File: src/rtl/reset_seq_pkg.sv
// Shared types and sizing helpers for the reset sequencer slice.
package reset_seq_pkg;

  typedef enum logic [2:0] {
    IDLE      = 3'd0,
    WAIT_LOCK = 3'd1,
    RELEASE   = 3'd2,
    DONE      = 3'd3,
    SHUTDOWN  = 3'd4
  } state_t;

  // Width of a counter that must hold values up to the largest of the three limits.
  function automatic int unsigned cnt_width(input int unsigned a,
                                            input int unsigned b,
                                            input int unsigned c);
    int unsigned m;
    m = a;
    if (b > m) m = b;
    if (c > m) m = c;
    return $clog2(m + 1);
  endfunction

endpackage

File: src/rtl/lock_filter.sv
// PLL lock synchroniser plus consecutive-high qualification counter.
module lock_filter
  import reset_seq_pkg::*;
#(
  parameter int unsigned LOCK_FILTER = 8
) (
  input  logic clk,
  input  logic sync_reset,
  input  logic pll_locked,
  input  logic enable,
  output logic pll_lk,
  output logic lock_ok
);

  localparam int unsigned FW = cnt_width(LOCK_FILTER, 1, 1);
  localparam logic [FW-1:0] LAST = FW'(LOCK_FILTER - 1);

  logic          meta;
  logic [FW-1:0] cnt;

  // lock_ok flags the cycle whose edge completes the LOCK_FILTER-th consecutive high.
  assign lock_ok = enable && pll_lk && (cnt == LAST);

  always_ff @(posedge clk) begin
    if (sync_reset) begin
      meta   <= 1'b0;
      pll_lk <= 1'b0;
      cnt    <= '0;
    end else begin
      meta   <= pll_locked;
      pll_lk <= meta;
      if (!enable || !pll_lk) begin
        cnt <= '0;
      end else if (!lock_ok) begin
        cnt <= cnt + 1'b1;
      end
    end
  end

endmodule

File: src/rtl/reset_sequencer.sv
// Ordered multi-domain reset release with lock qualification, lock-loss
// re-sequencing and software-requested reverse-order shutdown.
module reset_sequencer
  import reset_seq_pkg::*;
#(
  parameter int unsigned NUM_STAGES  = 3,
  parameter int unsigned MIN_ASSERT  = 16,
  parameter int unsigned LOCK_FILTER = 8,
  parameter int unsigned STAGE_DELAY = 32,
  parameter int unsigned CNT_WIDTH   = 8
) (
  input  logic                  clk,
  input  logic                  sync_reset,
  input  logic                  pll_locked,
  input  logic                  soft_reset_req,
  output logic [NUM_STAGES-1:0] stage_reset,
  output logic                  seq_done,
  output logic [2:0]            seq_state,
  output logic [CNT_WIDTH-1:0]  restart_count
);

  localparam int unsigned TW = cnt_width(MIN_ASSERT, LOCK_FILTER, STAGE_DELAY);
  localparam int unsigned IW = $clog2(NUM_STAGES + 1);
  localparam logic [TW-1:0] IDLE_LAST  = TW'(MIN_ASSERT - 1);
  localparam logic [TW-1:0] DELAY_LAST = TW'(STAGE_DELAY - 1);
  localparam logic [IW-1:0] LAST_STAGE = IW'(NUM_STAGES - 1);

  state_t                state, state_n;
  logic [TW-1:0]         timer, timer_n;
  logic [IW-1:0]         idx, idx_n;
  logic [NUM_STAGES-1:0] stage_n;
  logic                  done_n;
  logic                  restart;
  logic                  pll_lk;
  logic                  lock_ok;
  logic                  active;

  lock_filter #(
    .LOCK_FILTER(LOCK_FILTER)
  ) u_lock_filter (
    .clk       (clk),
    .sync_reset(sync_reset),
    .pll_locked(pll_locked),
    .enable    (state == WAIT_LOCK),
    .pll_lk    (pll_lk),
    .lock_ok   (lock_ok)
  );

  assign seq_state = state;
  assign active    = (state == RELEASE) || (state == DONE) || (state == SHUTDOWN);

  always_comb begin
    state_n = state;
    timer_n = timer;
    idx_n   = idx;
    stage_n = stage_reset;
    done_n  = seq_done;
    restart = 1'b0;

    // Lock loss overrides everything, including a coincident soft request.
    if (active && !pll_lk) begin
      state_n = IDLE;
      timer_n = '0;
      stage_n = '1;
      done_n  = 1'b0;
      restart = 1'b1;
    end else begin
      case (state)
        IDLE: begin
          stage_n = '1;
          done_n  = 1'b0;
          if (timer == IDLE_LAST) begin
            state_n = WAIT_LOCK;
            timer_n = '0;
          end else begin
            timer_n = timer + 1'b1;
          end
        end

        WAIT_LOCK: begin
          stage_n = '1;
          if (lock_ok) begin
            state_n = RELEASE;
            timer_n = '0;
            idx_n   = '0;
          end
        end

        RELEASE: begin
          if (soft_reset_req) begin
            timer_n = '0;
            if (idx == '0) begin
              state_n = IDLE;
              stage_n = '1;
              restart = 1'b1;
            end else begin
              state_n = SHUTDOWN;
            end
          end else if (timer == DELAY_LAST) begin
            timer_n = '0;
            idx_n   = idx + 1'b1;
            for (int unsigned k = 0; k < NUM_STAGES; k++) begin
              if (IW'(k) == idx) stage_n[k] = 1'b0;
            end
            if (idx == LAST_STAGE) begin
              state_n = DONE;
              done_n  = 1'b1;
            end
          end else begin
            timer_n = timer + 1'b1;
          end
        end

        DONE: begin
          stage_n = '0;
          if (soft_reset_req) begin
            state_n = SHUTDOWN;
            timer_n = '0;
            done_n  = 1'b0;
          end
        end

        SHUTDOWN: begin
          // idx counts released stages, so stage idx-1 is the next to reassert.
          if (timer == DELAY_LAST) begin
            timer_n = '0;
            idx_n   = idx - 1'b1;
            for (int unsigned k = 0; k < NUM_STAGES; k++) begin
              if (IW'(k + 1) == idx) stage_n[k] = 1'b1;
            end
            if (idx <= IW'(1)) begin
              state_n = IDLE;
              stage_n = '1;
              restart = 1'b1;
            end
          end else begin
            timer_n = timer + 1'b1;
          end
        end

        default: begin
          state_n = IDLE;
          timer_n = '0;
          stage_n = '1;
          done_n  = 1'b0;
        end
      endcase
    end
  end

  always_ff @(posedge clk) begin
    if (sync_reset) begin
      state         <= IDLE;
      timer         <= '0;
      idx           <= '0;
      stage_reset   <= '1;
      seq_done      <= 1'b0;
      restart_count <= '0;
    end else begin
      state       <= state_n;
      timer       <= timer_n;
      idx         <= idx_n;
      stage_reset <= stage_n;
      seq_done    <= done_n;
      if (restart && (restart_count != '1)) restart_count <= restart_count + 1'b1;
    end
  end

endmodule

File: config.mk
export PLATFORM = sky130hd
export DESIGN_NAME = reset_sequencer
export DESIGN_NICKNAME = d
export VERILOG_FILES = /design/src/rtl/reset_seq_pkg.sv /design/src/rtl/lock_filter.sv /design/src/rtl/reset_sequencer.sv
export SDC_FILE = /design/constraint.sdc
export NUM_CORES = 1
export LEC_CHECK = 0
export ABC_AREA = 0
export CORE_ASPECT_RATIO = 0.5
export CORE_MARGIN = 3
export CORE_UTILIZATION = 51
export DETAILED_ROUTE_END_ITERATION = 10
export HOLD_SLACK_MARGIN = 0.02
export PLACE_DENSITY = 0.87
export SLEW_MARGIN = 20
export SYNTH_ARGS = -nofsm -noshare
export SYNTH_HDL_FRONTEND = slang
export SYNTH_HIERARCHICAL = 1
export SYNTH_SLANG_ARGS = --single-unit
File: constraint.sdc
create_clock -name clk -period 2.3 [get_ports clk]
set_input_delay 0.46 -clock clk [delete_from_list [all_inputs] [get_ports clk]]
set_output_delay 0.46 -clock clk [all_outputs]
set_load 0.1 [all_outputs]
==> impl_metrics.toml, run 1 <==
[run_status]
status = "finished, final reports clean"

[clock_network]
cts_hold_buffers = 0
ctsRootBufferMaster = "clkbuf_8"
cts_tree = "yes"
clk_latency_ps = 280
cts-resized-gates = 0
cts.sinks = 29
cts_buffers = 5
clockBufferDepth = 2
htree_num_levels = 2
cts_setup_buffers = 0
clkTransAtPathRegs_ps = 60

[logic_synthesis]
avgSynthCellArea_um2 = 8.403
synth_top_flop_cell = "dfxtp_1"
netlist_instances = 222
synth_warnings = 6
synth-edff-count = 0
async_flop_share_pct = 0
syn-cell-area_mm2 = 0.001866
yosysSeqAreaShare_pct = 31.12
syn_nets = 233
ys_types = 67
ys_ff_latch = 29

[global_route]
grt_pass1_wl_um = 7403
grt_pass1_vias = 1643
met1_usage_pct = 26.03
track_usage_pct = 20.23
antenna_found_initial = 0
met2_usage_pct = 32.16
grt_overflow = 0
grt_use_met3_pct = 5.573
grt_max_degree = 18
top_usage_layer = "met2"

[timing]
fin_skew_ps = 4.375
finalCritPeriodShare_pct = 90.61
worst_slew_pin_slew_ps = 513.7
fmax_ghz = 0.4798
rsz0062_at_grt = "no"
fin_crit_ps = 2084
worst_slack_ps = 215.9
setup_violations = 0
drv_slew = 0
setup_tns_ps = 0
slew_headroom_pct = 65.75
timing_hold_violations_final = 0

[power]
p_leak_uw = 0.0008542
power.total_uw = 1019
p_per_area_mw_per_mm2 = 469.9
vdd_drop_max_uv = 299.9

[cells_and_area]
ff_latch_area_um2 = 589.3
drive_above_1_share_pct = 24.08
final_area_mm2 = 0.002168
antenna_cells = 0
area_growth_syn_to_layout_pct = 16.23
fill_cells = 251
num-nets-final = 255
multi_input_area_mm2 = 0.001181
final_cells = 293

[worst_setup_path]
required_ps = 2470
startpoint = "timer[0]"
rrSetupSlack_ps = 220
worst-r2r-cell-count = 6
reg2reg_to = "restart_count[5]"
cp.arrival_ps = 2250
cp_max_fo = 8
criticalPathCategory = "reg -> reg"
r2r-start = "timer[0]"
setup.worst_path.end_class = "flip-flop"
crit_path_start_kind = "flip-flop"
crit_end = "restart_count[5]"

[run]
max_cap_viol_count = 0

[place]
dp_slack_ps = 98.70
placement.io_buffers = 18
placed_area_mm2 = 0.002067
place.gp.congestion = 0.9145
hpwl_um = 3129
dp.cells = 285

[floorplan]
die_area_mm2 = 0.004463
start_util_pct = 57.57
num_io_pins = 19
die_y_um = 48.77
rows = 14
core_area_mm2 = 0.003241
die_w_um = 91.53

[route]
vias = 1768
drcViolationCount = 0
wl_per_cell_um = 14.95
wirelength_um = 4380
viasPerCell = 6.034
firstDrtPassIters = 5
drt_iter0_markers = 167
ant_nets = 0

[hold_path]
min_path_type = "reg -> reg"
-- how the worst min path moves through the flow --
stage                                  start                   end  slack [ps]  cells after the start
after detailed placement  u_lock_filter/meta  u_lock_filter/pll_lk         420                      1
after global placement    u_lock_filter/meta  u_lock_filter/pll_lk         420                      1
final                     u_lock_filter/meta  u_lock_filter/pll_lk         430                      1
after CTS                 u_lock_filter/meta  u_lock_filter/pll_lk         440                      1
after floorplan           u_lock_filter/meta  u_lock_filter/pll_lk         410                      1
after global routing      u_lock_filter/meta  u_lock_filter/pll_lk         470                      1
-- per-stage QoR --
step / hold WS, ps / utilization [%]
after floorplan: 413.8 / -
after global placement: 419.7 / 63.78
after detailed placement: 423.9 / 63.78
after CTS: 438.4 / 66.91
after global routing: 467.3 / 66.91
final: 434.2 / 66.91
-- logic make-up after synthesis --
group | synth area share [%]
DFF | 31.12
adders and majority gates | 4.695
xor gates and xnor gates | 0.9391
buffers and inverters | 5.834
and+or+nand+nor | 29.98
muxes | 3.420
AOI/OAI and AO/OA | 24.01
-- power breakdown --
part	total (µW)	switching (µW)	leakage, µW	internal (µW)
registers	515	7.40	0.000238	507
logic	40.6	22.8	0.000562	17.8
clock network	464	194	0.0000542	270
total	1020	224	0.000854	795
-- layer usage --
layer	share of wire [%]	vias to the layer above
met5	0	-
met4	0.62	0
met3	7.5	4
met2	46	72
met1	46	820
li1	-	872
-- area by class of cell --
| class | instances | share of cell area [%] |
|---|---|---|
| flip-flops and latches | 29 | 27.18 |
| clock inverters | 1 | 0.2308 |
| clock buffers | 7 | 4.443 |
| multi-input cells | 173 | 54.47 |
| well taps | 48 | 2.770 |
| inverters | 9 | 1.558 |
| repair buffers | 26 | 9.348 |
-- cells in the final DEF, fill, tap and decap left out, types with 2 or more instances in the layout --
| master | netlist | routed |
|---|---|---|
| a2bb2oi_1 | 2 | 2 |
| or3_1 | 2 | 2 |
| clkbuf_8 | 1 | 7 |
| and3_1 | 2 | 2 |
| mux2i_1 | 3 | 3 |
| a221o_1 | 2 | 2 |
| nor4_1 | 2 | 2 |
| nor3b_1 | 3 | 2 |
| buf_4 | 0 | 23 |
| clkdlybuf4s50_1 | 0 | 3 |
| o22ai_1 | 3 | 3 |
| nand2b_1 | 4 | 4 |
| nand2_1 | 12 | 12 |
| xor2_1 | 2 | 2 |
| ha_1 | 7 | 7 |
| and2_1 | 2 | 2 |
| dfxtp_1 | 29 | 24 |
| a21o_1 | 2 | 2 |
| nor3_1 | 6 | 6 |
| a21oi_2 | 2 | 2 |
| nand3b_1 | 2 | 2 |
| nor2b_1 | 7 | 7 |
| mux2_2 | 3 | 3 |
| o21ai_0 | 14 | 14 |
| a21oi_1 | 19 | 19 |
| nor2_1 | 20 | 20 |
| a311oi_1 | 2 | 2 |
| a211oi_1 | 4 | 4 |
| inv_1 | 9 | 9 |
| dfxtp_2 | 0 | 4 |
| or3_2 | 2 | 2 |
| nand4_1 | 3 | 3 |
| nand3_1 | 8 | 8 |
-- flip-flops by register name, summed over array words and instances (netlist names) --
signal / count
u_lock_filter/cnt: 4
timer: 6
restart_count: 8
stage_reset: 3
u_lock_filter/meta: 1
u_lock_filter/pll_lk: 1
seq_state: 3
seq_done: 1
idx: 2
-- worst max-delay path, stage by stage (launching register included) --
cell and delay [ps]:
dfxtp_1 390, ha_1 290, nand4b_4 180, nor3_4 260
o22ai_2 160, nor4b_1 340, mux2_2 360
-- synthesized netlist by cell type (all sizes together), types with 3 or more instances --
cell type  instances  area, µm²
o22ai              4      31.28
or3                4      27.52
dfxtp             29      580.6
buf                5      37.53
nor2              21      86.33
nand4              3      18.77
nand3              8      40.04
mux2i              3      30.03
nor3b              3      22.52
a211oi             4      30.03
and3               3      20.02
o21ai             14      70.07
nor3               8      56.31
nand2             12      45.04
clkbuf             5      28.77
inv                9      33.78
mux2               3      33.78
ha                 7      87.58
nor2b              8      57.55
a21oi             21      112.6
nand2b             4      25.02
Power figures use the tool's default switching activity.
==> inputs of run 2 (changes only) <==
--- a/config.mk
+++ b/config.mk
@@ -12,7 +12,6 @@
 export DETAILED_ROUTE_END_ITERATION = 10
 export HOLD_SLACK_MARGIN = 0.02
 export PLACE_DENSITY = 0.87
-export SLEW_MARGIN = 20
 export SYNTH_ARGS = -nofsm -noshare
 export SYNTH_HDL_FRONTEND = slang
 export SYNTH_HIERARCHICAL = 1
==> results of run 2 <==
Final layout, timing and power as in run 1 (identical DEF).
